**config.mk**
```make
export PLATFORM = sky130hd
export DESIGN_NAME = dram_pack_ctrl
export DESIGN_NICKNAME = d
export VERILOG_FILES = /design/src/rtl/dram_pack_pkg.sv /design/src/rtl/dram_pack_split.sv /design/src/rtl/dram_pack_ctrl.sv
export SDC_FILE = /design/constraint.sdc
export NUM_CORES = 1
export LEC_CHECK = 0
export BUFFER_PORTS_ARGS = -buffer_cell sky130_fd_sc_hd__buf_2
export CAP_MARGIN = 10
export CORE_MARGIN = 4
export CORE_UTILIZATION = 45
export DETAILED_ROUTE_END_ITERATION = 10
export MAX_ROUTING_LAYER = met4
export PLACE_DENSITY = 0.7
export SLEW_MARGIN = 20
export SYNTH_ARGS = -nofsm -noshare
export SYNTH_HDL_FRONTEND = slang
export SYNTH_SLANG_ARGS = --single-unit
```
**constraint.sdc**
```tcl
create_clock -name clk -period 2.8 [get_ports clk]
set_input_delay 0.42 -clock clk [delete_from_list [all_inputs] [get_ports clk]]
set_output_delay 0.42 -clock clk [all_outputs]
set_load 0.05 [all_outputs]
```
**src/rtl/dram_pack_pkg.sv**
```systemverilog
// Shared types and helpers for the DRAM frame packer sequencer.
package dram_pack_pkg;

    localparam int FRAME_WORDS = 17;
    localparam int CHUNK_WORDS = 4;
    localparam int WORD_W      = 16;
    localparam int DATA_W      = CHUNK_WORDS * WORD_W;
    localparam int FILL_W      = 5;

    typedef enum logic [1:0] {
        FILL = 2'd0,
        FULL = 2'd1,
        REM  = 2'd2,
        PAD  = 2'd3
    } state_t;

    // Packer len code: the packer shifts in (5 - len) words.
    function automatic logic [3:0] words2len(input logic [2:0] n);
        logic [3:0] len;
        case (n)
            3'd1:    len = 4'd4;
            3'd2:    len = 4'd3;
            3'd3:    len = 4'd2;
            3'd4:    len = 4'd1;
            default: len = 4'd0;
        endcase
        return len;
    endfunction

    function automatic logic len_legal(input logic [2:0] n);
        return (n >= 3'd1) && (n <= 3'(CHUNK_WORDS));
    endfunction

endpackage

```
**src/rtl/dram_pack_split.sv**
```systemverilog
// Splits an incoming chunk at the frame boundary: words that still fit,
// words left over, and the leftover data realigned to word 0.
module dram_pack_split
    import dram_pack_pkg::*;
(
    input  logic [FILL_W-1:0] fill,
    input  logic [2:0]        n,
    input  logic [DATA_W-1:0] data,
    output logic [2:0]        pack_n,
    output logic [2:0]        rem_n,
    output logic [DATA_W-1:0] rem_data,
    output logic              crosses
);

    logic [FILL_W-1:0] room_s;

    // Room left in the frame and the resulting split of the chunk.
    always_comb begin
        room_s   = 5'(FRAME_WORDS) - fill;
        crosses  = ({2'b00, n} > room_s);
        pack_n   = n;
        rem_n    = 3'd0;
        rem_data = '0;
        if (crosses) begin
            pack_n   = room_s[2:0];
            rem_n    = n - room_s[2:0];
            rem_data = data >> {pack_n, 4'b0000};
        end else begin
            pack_n   = n;
            rem_n    = 3'd0;
            rem_data = '0;
        end
    end

endmodule

```
**src/rtl/dram_pack_ctrl.sv**
```systemverilog
// Sequencer feeding the 272-bit DRAM frame packer from valid/ready chunks.
// Optional zero-padding flush is compiled in with DRAM_PACK_FLUSH_EN.
module dram_pack_ctrl
    import dram_pack_pkg::*;
#(
    parameter int CNT_W = 16
)(
    input  logic              clk,
    input  logic              rst,
    input  logic              in_valid,
    output logic              in_ready,
    input  logic [DATA_W-1:0] in_data,
    input  logic [2:0]        in_words,
    input  logic              flush,
    output logic [DATA_W-1:0] pk_din,
    output logic [3:0]        pk_len,
    output logic              pk_ce,
    output logic              frame_valid,
    input  logic              frame_ready,
    output logic [CNT_W-1:0]  frame_cnt,
    output logic              bad_len
);

    state_t              state_r;
    state_t              state_nx_s;
    logic [FILL_W-1:0]   fill_r;
    logic [DATA_W-1:0]   hold_r;
    logic [2:0]          hold_n_r;
    logic [CNT_W-1:0]    frame_cnt_r;
    logic                bad_len_r;

    logic                legal_s;
    logic                accept_s;
    logic                handoff_s;
    logic                completes_s;
    logic                pad_go_s;
    logic [FILL_W-1:0]   room_s;
    logic [2:0]          pack_n_s;
    logic [2:0]          rem_n_s;
    logic [DATA_W-1:0]   rem_data_s;
    logic                crosses_s;

    dram_pack_split u_split (
        .fill     (fill_r),
        .n        (in_words),
        .data     (in_data),
        .pack_n   (pack_n_s),
        .rem_n    (rem_n_s),
        .rem_data (rem_data_s),
        .crosses  (crosses_s)
    );

`ifdef DRAM_PACK_FLUSH_EN
    logic                flush_pend_r;
    logic [2:0]          pad_n_s;

    // A pending flush (or an idle-cycle flush) starts padding only if the frame is non-empty.
    assign pad_go_s = (state_r == FILL) && (fill_r != 5'd0) &&
                      (flush_pend_r || (flush && !in_valid));
    assign pad_n_s  = (room_s > 5'd4) ? 3'd4 : room_s[2:0];
`else
    logic                flush_unused_s;

    assign flush_unused_s = flush;
    assign pad_go_s       = 1'b0;
`endif

    assign room_s      = 5'(FRAME_WORDS) - fill_r;
    assign legal_s     = len_legal(in_words);
    assign in_ready    = !rst && (state_r == FILL) && !pad_go_s;
    assign accept_s    = in_valid && in_ready;
    assign handoff_s   = (state_r == FULL) && frame_ready;
    assign completes_s = accept_s && legal_s && ({2'b00, in_words} >= room_s);

    assign frame_valid = (state_r == FULL);
    assign frame_cnt   = frame_cnt_r;
    assign bad_len     = bad_len_r;

    // State register.
    always_ff @(posedge clk or posedge rst) begin
        if (rst) begin
            state_r <= FILL;
        end else begin
            state_r <= state_nx_s;
        end
    end

    // Next-state decode.
    always_comb begin
        state_nx_s = state_r;
        case (state_r)
            FILL: begin
                if (pad_go_s) begin
                    state_nx_s = PAD;
                end else if (completes_s) begin
                    state_nx_s = FULL;
                end else begin
                    state_nx_s = FILL;
                end
            end
            FULL: begin
                if (handoff_s) begin
                    state_nx_s = (hold_n_r != 3'd0) ? REM : FILL;
                end else begin
                    state_nx_s = FULL;
                end
            end
            REM: state_nx_s = FILL;
`ifdef DRAM_PACK_FLUSH_EN
            PAD: begin
                if ({2'b00, pad_n_s} == room_s) begin
                    state_nx_s = FULL;
                end else begin
                    state_nx_s = PAD;
                end
            end
`endif
            default: state_nx_s = FILL;
        endcase
    end

    // Packer drive: combinational so the packer's own register lands data one cycle later.
    always_comb begin
        pk_ce  = 1'b0;
        pk_din = '0;
        pk_len = 4'd0;
        case (state_r)
            FILL: begin
                if (accept_s && legal_s) begin
                    pk_ce  = 1'b1;
                    pk_din = in_data;
                    pk_len = words2len(pack_n_s);
                end else begin
                    pk_ce  = 1'b0;
                    pk_din = '0;
                    pk_len = 4'd0;
                end
            end
            REM: begin
                pk_ce  = 1'b1;
                pk_din = hold_r;
                pk_len = words2len(hold_n_r);
            end
`ifdef DRAM_PACK_FLUSH_EN
            PAD: begin
                pk_ce  = 1'b1;
                pk_din = '0;
                pk_len = words2len(pad_n_s);
            end
`endif
            default: begin
                pk_ce  = 1'b0;
                pk_din = '0;
                pk_len = 4'd0;
            end
        endcase
    end

    // Fill level, split remainder, frame counter and sticky length error.
    always_ff @(posedge clk or posedge rst) begin
        if (rst) begin
            fill_r      <= 5'd0;
            hold_r      <= '0;
            hold_n_r    <= 3'd0;
            frame_cnt_r <= '0;
            bad_len_r   <= 1'b0;
        end else begin
            case (state_r)
                FILL: begin
                    if (accept_s && legal_s && crosses_s) begin
                        fill_r   <= 5'(FRAME_WORDS);
                        hold_r   <= rem_data_s;
                        hold_n_r <= rem_n_s;
                    end else if (accept_s && legal_s) begin
                        fill_r   <= fill_r + {2'b00, in_words};
                    end else if (accept_s) begin
                        bad_len_r <= 1'b1;
                    end
                end
                FULL: begin
                    if (handoff_s) begin
                        frame_cnt_r <= frame_cnt_r + CNT_W'(1);
                        fill_r      <= 5'd0;
                    end
                end
                REM: begin
                    fill_r   <= {2'b00, hold_n_r};
                    hold_n_r <= 3'd0;
                    hold_r   <= '0;
                end
`ifdef DRAM_PACK_FLUSH_EN
                PAD: fill_r <= fill_r + {2'b00, pad_n_s};
`endif
                default: fill_r <= fill_r;
            endcase
        end
    end

`ifdef DRAM_PACK_FLUSH_EN
    // A flush arriving with a chunk waits for the next FILL cycle; any other FILL cycle clears it.
    always_ff @(posedge clk or posedge rst) begin
        if (rst) begin
            flush_pend_r <= 1'b0;
        end else if (state_r == FILL) begin
            flush_pend_r <= accept_s && flush;
        end else begin
            flush_pend_r <= flush_pend_r;
        end
    end
`endif

endmodule
```
======== Word level (Yosys, flattened, before mapping) ========
Cells that the tools add are included.
word-level totals
  register bits after elaboration ......... 91
  latch bits .............................. 0
  RAM bits ................................ 0
  bits in read-only memories .............. 0
  output and inout port bits .............. 88
  memories ................................ 0
cells by class
  add/subtract/negate cells ............... 4
  multipliers ............................. 0
  divide/modulo/power cells ............... 0
  $lt $le $gt $ge ......................... 4
  equal/unequal tests ..................... 13
  shifts and indexed selects .............. 1
  mux-type cells .......................... 23
  bitwise logic cells ..................... 2
  reduce and logical (&&, ||, !) cells .... 16
operators with widths
  kind                                                    number
  one-hot mux 64 bit (2 select lines)                     2
  2-to-1 mux 64 bit                                       3
  >> shifter 64 x 7 -> 64 bit                             1
  one-hot mux 3 bit (4 select lines)                      2
  adder 16 x 1 -> 16 bit (second input constant)          1
  2-to-1 mux 5 bit                                        3
  one-hot mux 5 bit (3 select lines)                      1
  equality test 3 x 2 -> 1 bit (second input constant)    4
  2-to-1 mux 3 bit                                        3
  one-hot mux 4 bit (2 select lines)                      1
  logical AND 1 bit                                       7
  equality test 3 x 1 -> 1 bit (second input constant)    2
  equality test 3 bit (second input constant)             2
  one-hot mux 3 bit (2 select lines)                      1
  nonzero test 3 bit                                      2
  adder 5 x 3 -> 5 bit                                    1
  greater-or-equal comparator 3 x 5 -> 1 bit              1
  greater-than comparator 3 x 5 -> 1 bit                  1
  subtractor 5 bit (first input constant)                 1
  2-to-1 mux 2 bit                                        2
  2-to-1 mux 4 bit                                        1
  inequality test 2 x 1 -> 1 bit (second input constant)  2
  one-hot mux 2 bit (2 select lines)                      1
  AND reduction 2 bit                                     2
  14 further kinds                                        16

======== Longest topological paths before layout ========
Gate-level depths: netlist of the first run.
  depth after elaboration ................. 7
  mapped depth ............................ 13

======== By module ========
Synthesis of the first run repeated with hierarchy kept, for this count alone.
second synthesis, totals
  cell total of the unflattened synthesis .. 733
  area, all modules ....................... 6361.1 um^2
by module, submodules not included
  module           instances  cells an instance  area an instance (um^2)
  dram_pack_ctrl   1          519                4929.7
  dram_pack_split  1          214                1431.4

======== Least setup slack after synthesis of the first run ========
Ideal clock, no wire load.
  path type ............................... register to output
  start ................................... register fill_r[1]
  end ..................................... output pk_len[2]
  arrival time ............................ 3.078 ns
  path slack .............................. -0.698 ns
  stages on the path, launching flop included .. 13
  path buffers ............................ 3
  cell sequence ........................... dfrtp_1 buf_6 inv_2 ha_1 clkbuf_1 inv_1 ha_1 and3_1 a21oi_1 nor3b_1 buf_6 mux2i_1 o32ai_1
on the way
  cells in the longest elaborated chain, start to end .. 7
  elaborated cells between the ends (all ways) .. 10
RTL lines
  element                                      line                   text
  start, declared                              dram_pack_ctrl.sv:26   logic [FILL_W-1:0] fill_r;
  start signal, assigned                       dram_pack_ctrl.sv:171  fill_r <= 5'(FRAME_WORDS);
  start signal, assigned                       dram_pack_ctrl.sv:175  fill_r <= fill_r + {2'b00, in_words};
  start signal, assigned                       dram_pack_ctrl.sv:187  fill_r <= {2'b00, hold_n_r};
  subtractor 5 bit (*)                         dram_pack_split.sv:19  room_s = 5'(FRAME_WORDS) - fill;
  greater-than comparator 3 x 5 -> 1 bit       dram_pack_split.sv:20  crosses = ({2'b00, n} > room_s);
  2-to-1 mux 3 bit (*)                         dram_pack_split.sv:24  if (crosses) begin
  equality test 3 bit (tied with other cells)  dram_pack_pkg.sv:20    case (n)
  one-hot mux 3 bit (4 select lines) (*)       dram_pack_pkg.sv:20
  2-to-1 mux 4 bit (*)                         dram_pack_ctrl.sv:129  if (accept_s && legal_s) begin
  one-hot mux 4 bit (2 select lines) (*)       dram_pack_ctrl.sv:127  case (state_r)
  end, declared                                dram_pack_ctrl.sv:16   output logic [3:0] pk_len,
Every way passes the cells marked *; elsewhere a longest branch is shown, timed or not.

======== Final worst setup path of the first run ========
Same ends and word-level chain as after synthesis.

==> results of run 1 <==
[final cells by class]
type | instances | area [sq um]
clock inverter | 7 | 76.3
inverter | 29 | 119
clock buffer | 9 | 225
sequential | 91 | 2280
tap | 176 | 220
fill | 1163 | 5660
timing repair buffer | 194 | 1210
multi-input combinational | 450 | 3510
[power groups by stage]
stage          combinational [mW]  clock [mW]  sequential, mW
6_report                     4.15        1.27            1.87
3_3_place_gp                 3.90           0            1.87
5_1_grt                      4.46        1.34            1.90
4_1_cts                      4.04        1.29            1.86
2_1_floorplan                3.03           0            1.89
3_5_place_dp                 3.97           0            1.88
[worst paths after layout]
check                         startpoint       endpoint  slack (ns)
min reg2reg                frame_cnt[15]  frame_cnt[15]        0.47
max in group asynchronous            rst     hold_r[43]        1.91
max reg2reg                    fill_r[1]     hold_r[35]        0.14
min                                  rst   frame_cnt[1]        0.11
min in group clk             in_data[48]     hold_r[48]        0.38
max                            fill_r[1]      pk_len[2]       -0.15
[what timing repair did]
| action | in CTS | in global routing |
|---|---|---|
| pin swaps | 4 | 5 |
| setup buffers | 2 | 4 |
| gates resized for setup | 7 | 9 |
| hold endpoints to repair | 0 | 0 |
| cloned | 1 | 1 |
| endpoints found under the setup margin | 8 | 40 |
[worst max-delay path, stage by stage (launching register included)]
cell and delay [ns]:
dfrtp_2 0.40, inv_6 0.04, ha_4 0.27, inv_4 0.04, ha_4 0.27, nand3b_1 0.11
a21oi_2 0.14, nor3b_4 0.32, mux2i_1 0.28, o32ai_2 0.12, buf_6 0.18
[sequential cells by signal (all words and copies together) (netlist names)]
register / flops
state_r: 2
bad_len: 1
hold_r: 64
fill_r: 5
hold_n_r: 3
frame_cnt: 16
[synthesized netlist by cell type, drive strengths merged (2+ instances only)]
master,instances,area share (%)
mux2,19,4.3
xnor2,13,1.9
or3,3,0.31
nor2,12,0.73
a21o,17,2.1
nand4,20,2.0
fa,2,0.65
a2111oi,14,2.0
nand2b,3,0.31
nand3b,2,0.24
a31oi,4,0.41
mux2i,34,5.5
a211oi,3,0.45
buf,28,3.1
inv,28,1.7
clkbuf,41,2.5
xor2,6,0.86
nor3,8,0.65
dfrtp,91,37
a21oi,20,1.7
and3,4,0.41
o211ai,35,4.3
nand3,28,2.4
nor3b,2,0.33
nor2b,6,0.65
o21ai,38,3.3
nand2,30,1.8
o22ai,16,1.6
ha,12,2.4
a22o,81,12
nor4,2,0.20
[cell families after synthesis]
kind of cell             synth area share (%)
AO/OA/AOI/OAI                            28.4
AND/OR/NAND/NOR                          11.3
buffers and inverters                    7.46
flip-flops                               37.1
multiplexers                             9.89
XOR/XNOR                                 2.71
adder cells (fa/ha/maj)                  3.10
other                                  0.0611
[per-stage QoR]
step | TNS [ns] | hold slack [ns] | cells | power [mW]
finish | -0.366 | 0.114 | 956 | 7.29
global route | -0.758 | 0.150 | 956 | 7.71
CTS | -0.580 | 0.125 | 951 | 7.20
detailed placement | -0.00623 | 0.465 | 932 | 5.85
global placement | 0 | 0.439 | 932 | 5.77
floorplan | -0.411 | 0.451 | 638 | 4.91
[metal layers]
| layer | global-route usage (%) | wire [um] | up-vias |
|---|---|---|---|
| met4 | 9.93 | 524 | 0 |
| met3 | 5.45 | 1560 | 44 |
| met5 | - | 0 | - |
| li1 | - | - | 2696 |
| met2 | 40.6 | 9290 | 293 |
| met1 | 32.2 | 8270 | 2926 |
==> impl_metrics.env, run 1 <==
export IMPL_die_y_um=125
export IMPL_power_leakage_nw=3.72
export IMPL_outcome="complete, but fails checks"
export IMPL_synth_cell_types=61
export IMPL_cts_tree="done"
export IMPL_combPwrFrac_pct=57.0
export IMPL_ys_warn_count=0
export IMPL_avgSynthCellArea_sq_um=9.62
export IMPL_chipWidth_um=125
export IMPL_final_nets=861
export IMPL_critPathArrivalTime_ns=2.53
export IMPL_dp_hpwl_mm=13.1
export IMPL_sw_frac_of_total_pct=47.2
export IMPL_via_count=5959
export IMPL_p_per_area_nw_per_um2=954
export IMPL_cts_clk_slew_worst_paths_ns=0.07
export IMPL_drive_gt1_share_pct=32.8
export IMPL_antenna_found_initial=0
export IMPL_diodes=0
export IMPL_worst_slew_pin_slew_ns=0.941
export IMPL_grt_ovfl_total=0
export IMPL_slew_viol_final=0
export IMPL_utilization_pct=57.5
export IMPL_synth_seq_cells=91
export IMPL_cts_root_buf="clkbuf_16"
export IMPL_dr_pass1_iters=5
export IMPL_internal_power_mw=3.85
export IMPL_cts_max_level=3
export IMPL_startpoint_type="flip-flop"
export IMPL_failed_checks="setup timing"
export IMPL_finalSetupViolCount=3
export IMPL_clock_latency_ns=0.35
export IMPL_grt_max_degree=68
export IMPL_synthCells=638
export IMPL_port_buffers=157
export IMPL_syn_to_final_growth_pct=24.5
export IMPL_hold_viol_final=0
export IMPL_syn_area_sq_um=6130
export IMPL_ff2ff_path_depth=10
export IMPL_clkSinkCount=91
export IMPL_hp_class="in -> async"
export IMPL_post_route_period_util_pct=105
export IMPL_final_common_cell="buf_2"
export IMPL_path_max_fanout=5
export IMPL_slew_headroom_pct=37.3
export IMPL_globalplace_congestion=0.889
export IMPL_design_area_sq_um=7640
export IMPL_grt_pass1_vias=6002
export IMPL_core_area_sq_um=13300
export IMPL_syn_num_nets=724
export IMPL_pwr_share_seq_pct=25.6
export IMPL_crit_path_end_kind="output pin"
export IMPL_fp_dieArea_sq_um=15600
export IMPL_ant_nets=0
export IMPL_min_period_ns=2.95
export IMPL_synth_enable_flop_cells=0
export IMPL_worstPathRequired_ns=2.38
export IMPL_dpl_instance_area_sq_um=7210
export IMPL_grt_total_usage_pct=25.6
export IMPL_layout_common_cells="148 x buf_2, 89 x dfrtp_1, 81 x a22o_1, 36 x o21ai_0, 35 x o211ai_1"
export IMPL_skew_ns=0.00538
export IMPL_rows=42
export IMPL_worstSetupPathType="reg -> out"
export IMPL_avgRoutedWirePerCell_um=20.5
export IMPL_p_switching_mw=3.44
export IMPL_drc=0
export IMPL_worst_slack_ns=-0.153
export IMPL_clockBufferDepth=2
export IMPL_start_util_pct=46.1
export IMPL_vdd_ir_drop_max_v=0.000692
export IMPL_synth_ff_type="dfrtp_1"
export IMPL_synth_async_reset_ratio_pct=100
export IMPL_grt_pass1_wl_mm=31.7
export IMPL_drt_wl_total_mm=19.6
export IMPL_ioPinCount=160
export IMPL_postCtsHoldBufs=0
export IMPL_place_ws_ns=-0.00519
export IMPL_ys_seq_area_share_pct=37.1
export IMPL_rsz0062_at_grt="true"
export IMPL_pwr_share_clk_pct=17.4
export IMPL_drtIter0Drc=542
export IMPL_cts_buffers=9
export IMPL_maxClockFrequency_mhz=339
export IMPL_max_cap_violations=0
export IMPL_vias_per_cell=6.23
Note: power is estimated with default switching activity, not from simulation.
==> inputs of run 2 (changes only) <==
Settings changed: CORE_ASPECT_RATIO set to 0.75.
==> run 2 against run 1 <==
  * The flow still finishes with violations (setup timing)
  * Final cell count shrank 1.3%
  * Flip-flop and latch count did not move
  * Critical path type unchanged
  * Die area rose by 0.12%
  * Sequential power hardly changed
  * Total power is essentially flat
  * Critical path depth did not move
  * Worst hold slack gained 0.0080 ns
  * Setup slack got worse by 0.030 ns
  * Non-clock buffer count down 6
  * Combinational power barely moved
  * Largest power group unchanged
  * Clock-buffer cell count is 1 higher
  * Design area shrank 0.41%
==> impl_metrics.env, run 2 (synthesis results as in run 1) <==
export IMPL_cp_depth=10
export IMPL_antenna_found_initial=0
export IMPL_ff2ff_path_depth=11
export IMPL_cts_clk_slew_worst_paths_ns=0.06
export IMPL_cp_slowest_cell="or4_1"
export IMPL_max_cap_violations=0
export IMPL_drtIter0Drc=500
export IMPL_cts_max_level=3
export IMPL_avgRoutedWirePerCell_um=21.2
export IMPL_critPathArrivalTime_ns=2.56
export IMPL_cts_buffers=9
export IMPL_ant_nets=0
export IMPL_path_cells="inv_6 > ha_4 > inv_4 > ha_4 > a21oi_2 > a21oi_2 > nor3b_4 > or4_1 > o211ai_1 > buf_12"
export IMPL_vdd_ir_drop_max_v=0.000731
export IMPL_via_count=5891
export IMPL_stdcell_count=944
export IMPL_diodes=0
export IMPL_fin_setup_tns_ns=-0.372
export IMPL_cpPeakStageDelay_ns=0.42
export IMPL_maxClockFrequency_mhz=335
export IMPL_port_buffers=157
export IMPL_slew_headroom_pct=37.0
export IMPL_clkSinkCount=91
export IMPL_layout_common_cells="151 x buf_2, 90 x dfrtp_1, 81 x a22o_1, 36 x o21ai_0, 35 x o211ai_1"
export IMPL_vias_per_cell=6.24
export IMPL_power_leakage_nw=3.70
export IMPL_startpoint_type="flip-flop"
export IMPL_worstSetupPathType="reg -> out"
export IMPL_die_y_um=109
export IMPL_largest_reg_flops=64
export IMPL_clockBufferDepth=2
export IMPL_min_period_ns=2.98
export IMPL_p_per_area_nw_per_um2=958
export IMPL_dp_hpwl_mm=13.3
export IMPL_path_delay_family="simple AND/OR/NAND/NOR gates"
export IMPL_drive_gt1_share_pct=32.2
export IMPL_worst_slack_ns=-0.183
export IMPL_grt_max_degree=76
export IMPL_final_common_cell="buf_2"
export IMPL_rrSetupSlack_ns=0.09
export IMPL_final_nets=854
export IMPL_start_util_pct=46.6
export IMPL_post_route_period_util_pct=107
export IMPL_largest_register="hold_r"
export IMPL_chipWidth_um=143
export IMPL_ioPinCount=160
export IMPL_numPlacedInstances=922
export IMPL_hold_viol_final=0
export IMPL_skew_ns=0.00858
export IMPL_path_buf_inv=3
export IMPL_worst_slew_pin_slew_ns=0.946
export IMPL_crit_path_end_kind="output pin"
export IMPL_fp_dieArea_sq_um=15600
export IMPL_hp_class="in -> async"
export IMPL_postCtsHoldBufs=0
export IMPL_rsz0062_at_grt="true"
export IMPL_path_max_fanout=5
export IMPL_slew_viol_final=0
export IMPL_globalplace_congestion=0.938
export IMPL_drt_wl_total_mm=20.0
export IMPL_utilization_pct=57.8
export IMPL_cts_root_buf="clkbuf_16"
export IMPL_worstPathRequired_ns=2.38
export IMPL_dr_pass1_iters=5
export IMPL_rows=36
export IMPL_outcome="complete, but fails checks"
export IMPL_finalSetupViolCount=3
export IMPL_grt_pass1_vias=5818
export IMPL_grt_total_usage_pct=25.8
export IMPL_failed_checks="setup timing"
export IMPL_core_area_sq_um=13200
export IMPL_grt_ovfl_total=0
export IMPL_drc=0
export IMPL_clock_latency_ns=0.35
export IMPL_p_total_mw=7.29
export IMPL_grt_pass1_wl_mm=31.0
export IMPL_syn_to_final_growth_pct=24.0
export IMPL_cts_tree="done"
-- run 2: layout make-up --
type	count	area (sq um)
Clock buffer	10	239
Tap cell	171	214
Sequential cell	91	2280
Multi-Input combinational cell	449	3520
Clock inverter	6	65.1
Inverter	29	119
Timing Repair Buffer	188	1170
Fill cell	1175	5540
-- run 2: final timing paths --
kind / from / endpoint
worst min-delay path: rst / bad_len
max in group asynchronous: rst / hold_n_r[1]
worst max-delay path: fill_r[1] / pk_len[1]
worst min register to register: bad_len / bad_len
worst max register to register: fill_r[1] / hold_r[18]
min in group clk: in_data[48] / hold_r[48]
-- run 2: timing repair --
item | CTS | global route
setup buffers | 3 | 2
pin swaps | 3 | 3
cloned | 0 | 1
hold endpoints to repair | 0 | 0
endpoints found under the setup margin | 3 | 78
resized for setup | 3 | 9
-- run 2: through the flow --
stage               setup slack [ns]  instance area, sq um  hold slack (ns)
floorplan                     -0.238                  6220            0.451
global placement              0.0913                  7200            0.452
detailed placement            0.0615                  7200            0.446
CTS                           -0.203                  7540            0.134
global route                  -0.302                  7610            0.155
finish                        -0.183                  7610            0.122
-- run 2: report_power, final --
group	switching, mW	internal (mW)	leakage, nW
Clock	0.544	0.715	0.137
Combinational	2.63	1.51	2.34
Sequential	0.255	1.63	1.22
Total	3.43	3.86	3.70
-- run 2: routing by layer --
layer / vias up / routed length [um] / GRT usage, %
met3: 27 / 1600 / 5.26
met1: 2914 / 8740 / 34.4
li1: 2677 / - / -
met5: - / 0 / -
met4: 0 / 283 / 7.80
met2: 273 / 9350 / 39.9
==> inputs of run 3 (changes only) <==
Settings changed: CTS_CLUSTER_DIAMETER set to 40, HOLD_SLACK_MARGIN set to 0.15, TNS_END_PERCENT set to 30.
==> run 3 against run 2 <==
  * The flow still finishes with violations (setup timing)
  * Final cell count stayed put
  * Critical path type unchanged
  * Total power is 0.11% lower
  * First-iteration DRC count is 4.4% lower
  * Clock-buffer cell count stayed put
  * Critical path depth stayed put
==> impl_metrics.env, run 3 (synthesis results as in run 1) <==
export IMPL_utilization_pct=57.8
export IMPL_start_util_pct=46.6
export IMPL_grt_total_usage_pct=25.7
export IMPL_startpoint_type="flip-flop"
export IMPL_place_ws_ns=0.0615
export IMPL_path_max_fanout=5
export IMPL_worst_slack_ns=-0.215
export IMPL_failed_checks="setup timing"
export IMPL_diodes=0
export IMPL_grt_pass1_vias=5803
export IMPL_dr_pass1_iters=5
export IMPL_cts_root_buf="clkbuf_16"
export IMPL_drt_wl_total_mm=20.0
export IMPL_p_per_area_nw_per_um2=958
export IMPL_cts_max_level=3
export IMPL_slew_headroom_pct=35.9
export IMPL_power_leakage_nw=3.70
export IMPL_antenna_found_initial=0
export IMPL_grt_max_degree=76
export IMPL_largest_reg_flops=64
export IMPL_grt_ovfl_total=0
export IMPL_hp_class="in -> reg"
export IMPL_hp_start="in_data[48]"
export IMPL_chipWidth_um=143
export IMPL_worst_slew_pin_slew_ns=0.962
export IMPL_final_nets=854
export IMPL_design_area_sq_um=7600
export IMPL_avgRoutedWirePerCell_um=21.2
export IMPL_vdd_ir_drop_max_v=0.000705
export IMPL_outcome="complete, but fails checks"
export IMPL_rsz0062_at_grt="true"
export IMPL_ant_nets=0
export IMPL_drtIter0Drc=478
export IMPL_final_common_cell="buf_2"
export IMPL_critPathArrivalTime_ns=2.59
export IMPL_ioPinCount=160
export IMPL_fin_setup_tns_ns=-0.523
export IMPL_clockBufferDepth=2
export IMPL_max_cap_violations=0
export IMPL_clock_latency_ns=0.35
export IMPL_layout_common_cells="151 x buf_2, 90 x dfrtp_1, 81 x a22o_1, 36 x o21ai_0, 35 x o211ai_1"
export IMPL_rows=36
export IMPL_drive_gt1_share_pct=32.0
export IMPL_fp_dieArea_sq_um=15600
export IMPL_largest_register="hold_r"
export IMPL_worstPathRequired_ns=2.38
export IMPL_slew_viol_final=0
export IMPL_maxClockFrequency_mhz=332
export IMPL_min_period_ns=3.01
export IMPL_drc=0
export IMPL_crit_path_end_kind="output pin"
export IMPL_dpl_instance_area_sq_um=7200
export IMPL_post_route_period_util_pct=108
export IMPL_rr_startpoint="fill_r[1]"
export IMPL_cts_clk_slew_worst_paths_ns=0.06
export IMPL_grt_pass1_wl_mm=30.9
export IMPL_worstSetupPathType="reg -> out"
export IMPL_finalSetupViolCount=3
export IMPL_clkSinkCount=91
export IMPL_hold_viol_final=0
export IMPL_p_total_mw=7.28
export IMPL_die_y_um=109
export IMPL_dp_hpwl_mm=13.3
export IMPL_vias_per_cell=6.24
export IMPL_cts_buffers=9
export IMPL_syn_to_final_growth_pct=23.9
export IMPL_via_count=5895
export IMPL_port_buffers=157
export IMPL_globalplace_congestion=0.938
export IMPL_core_area_sq_um=13200
export IMPL_skew_ns=0.00992
export IMPL_crit_start="fill_r[1]"
export IMPL_cts_tree="done"
[run 3: changes by cell type in the layout (fill, tap and decap cells not counted)]
cell,change
a211oi_4,-1
inv_6,-1
a211oi_2,+1
a2111oi_2,-1
dlygate4sd3_1,+1
buf_6,+1
buf_4,-2
a2111oi_0,+1
clkinv_4,+1
[run 3: what timing repair did]
| action | in CTS | in global routing |
|---|---|---|
| pin swaps | 1 | 4 |
| gates resized for setup | 2 | 9 |
| endpoints found under the hold margin | 34 | 0 |
| gates cloned | 0 | 1 |
| endpoints found under the setup margin | 3 | 84 |
| hold buffers | 1 | 0 |
| setup buffers | 0 | 4 |
[run 3: worst paths after layout]
kind                                     to  slack [ns]  cells past startpoint
worst max-delay path              pk_len[1]       -0.21                     10
worst min-delay path             hold_r[48]        0.39                      3
worst max register to register   hold_r[32]        0.04                     11
worst min register to register      bad_len        0.46                      1
max in group asynchronous       hold_n_r[1]        1.41                      4
min in group asynchronous           bad_len        0.71                      3
[run 3: through the flow]
step / std cells / hold WS (ns)
after detailed placement: 922 / 0.446
after global routing: 944 / 0.387
after CTS: 939 / 0.373
after floorplan: 638 / 0.451
final: 944 / 0.387
after global placement: 922 / 0.452
[run 3: area by class of cell]
class | count | area (sq um)
clock buffers | 10 | 239
clock inverters | 6 | 65.1
fillers | 1174 | 5550
inverters | 29 | 119
multi-input cells | 449 | 3500
flip-flops and latches | 91 | 2280
well taps | 171 | 214
repair buffers | 188 | 1180
[run 3: routing by layer]
layer	vias up	share of wire, %	global-route usage [%]
li1	2678	-	-
met1	2924	44	34.3
met2	259	47	39.7
met3	34	7.6	5.26
met4	0	1.6	7.80
met5	-	0	-
[run 3: power by group]
group / switching [mW] / internal [mW]
registers: 0.252 / 1.63
clock network: 0.542 / 0.715
logic: 2.63 / 1.51
total: 3.43 / 3.85
[run 3: worst max-delay path: stages (launching register included)]
cell and delay [ns]:
dfrtp_1 0.40, clkinv_4 0.07, ha_4 0.29, inv_4 0.04, ha_4 0.28, and3_4 0.18, a21oi_2 0.04, nor3b_4 0.17
or4_1 0.42, o211ai_1 0.17, buf_12 0.18
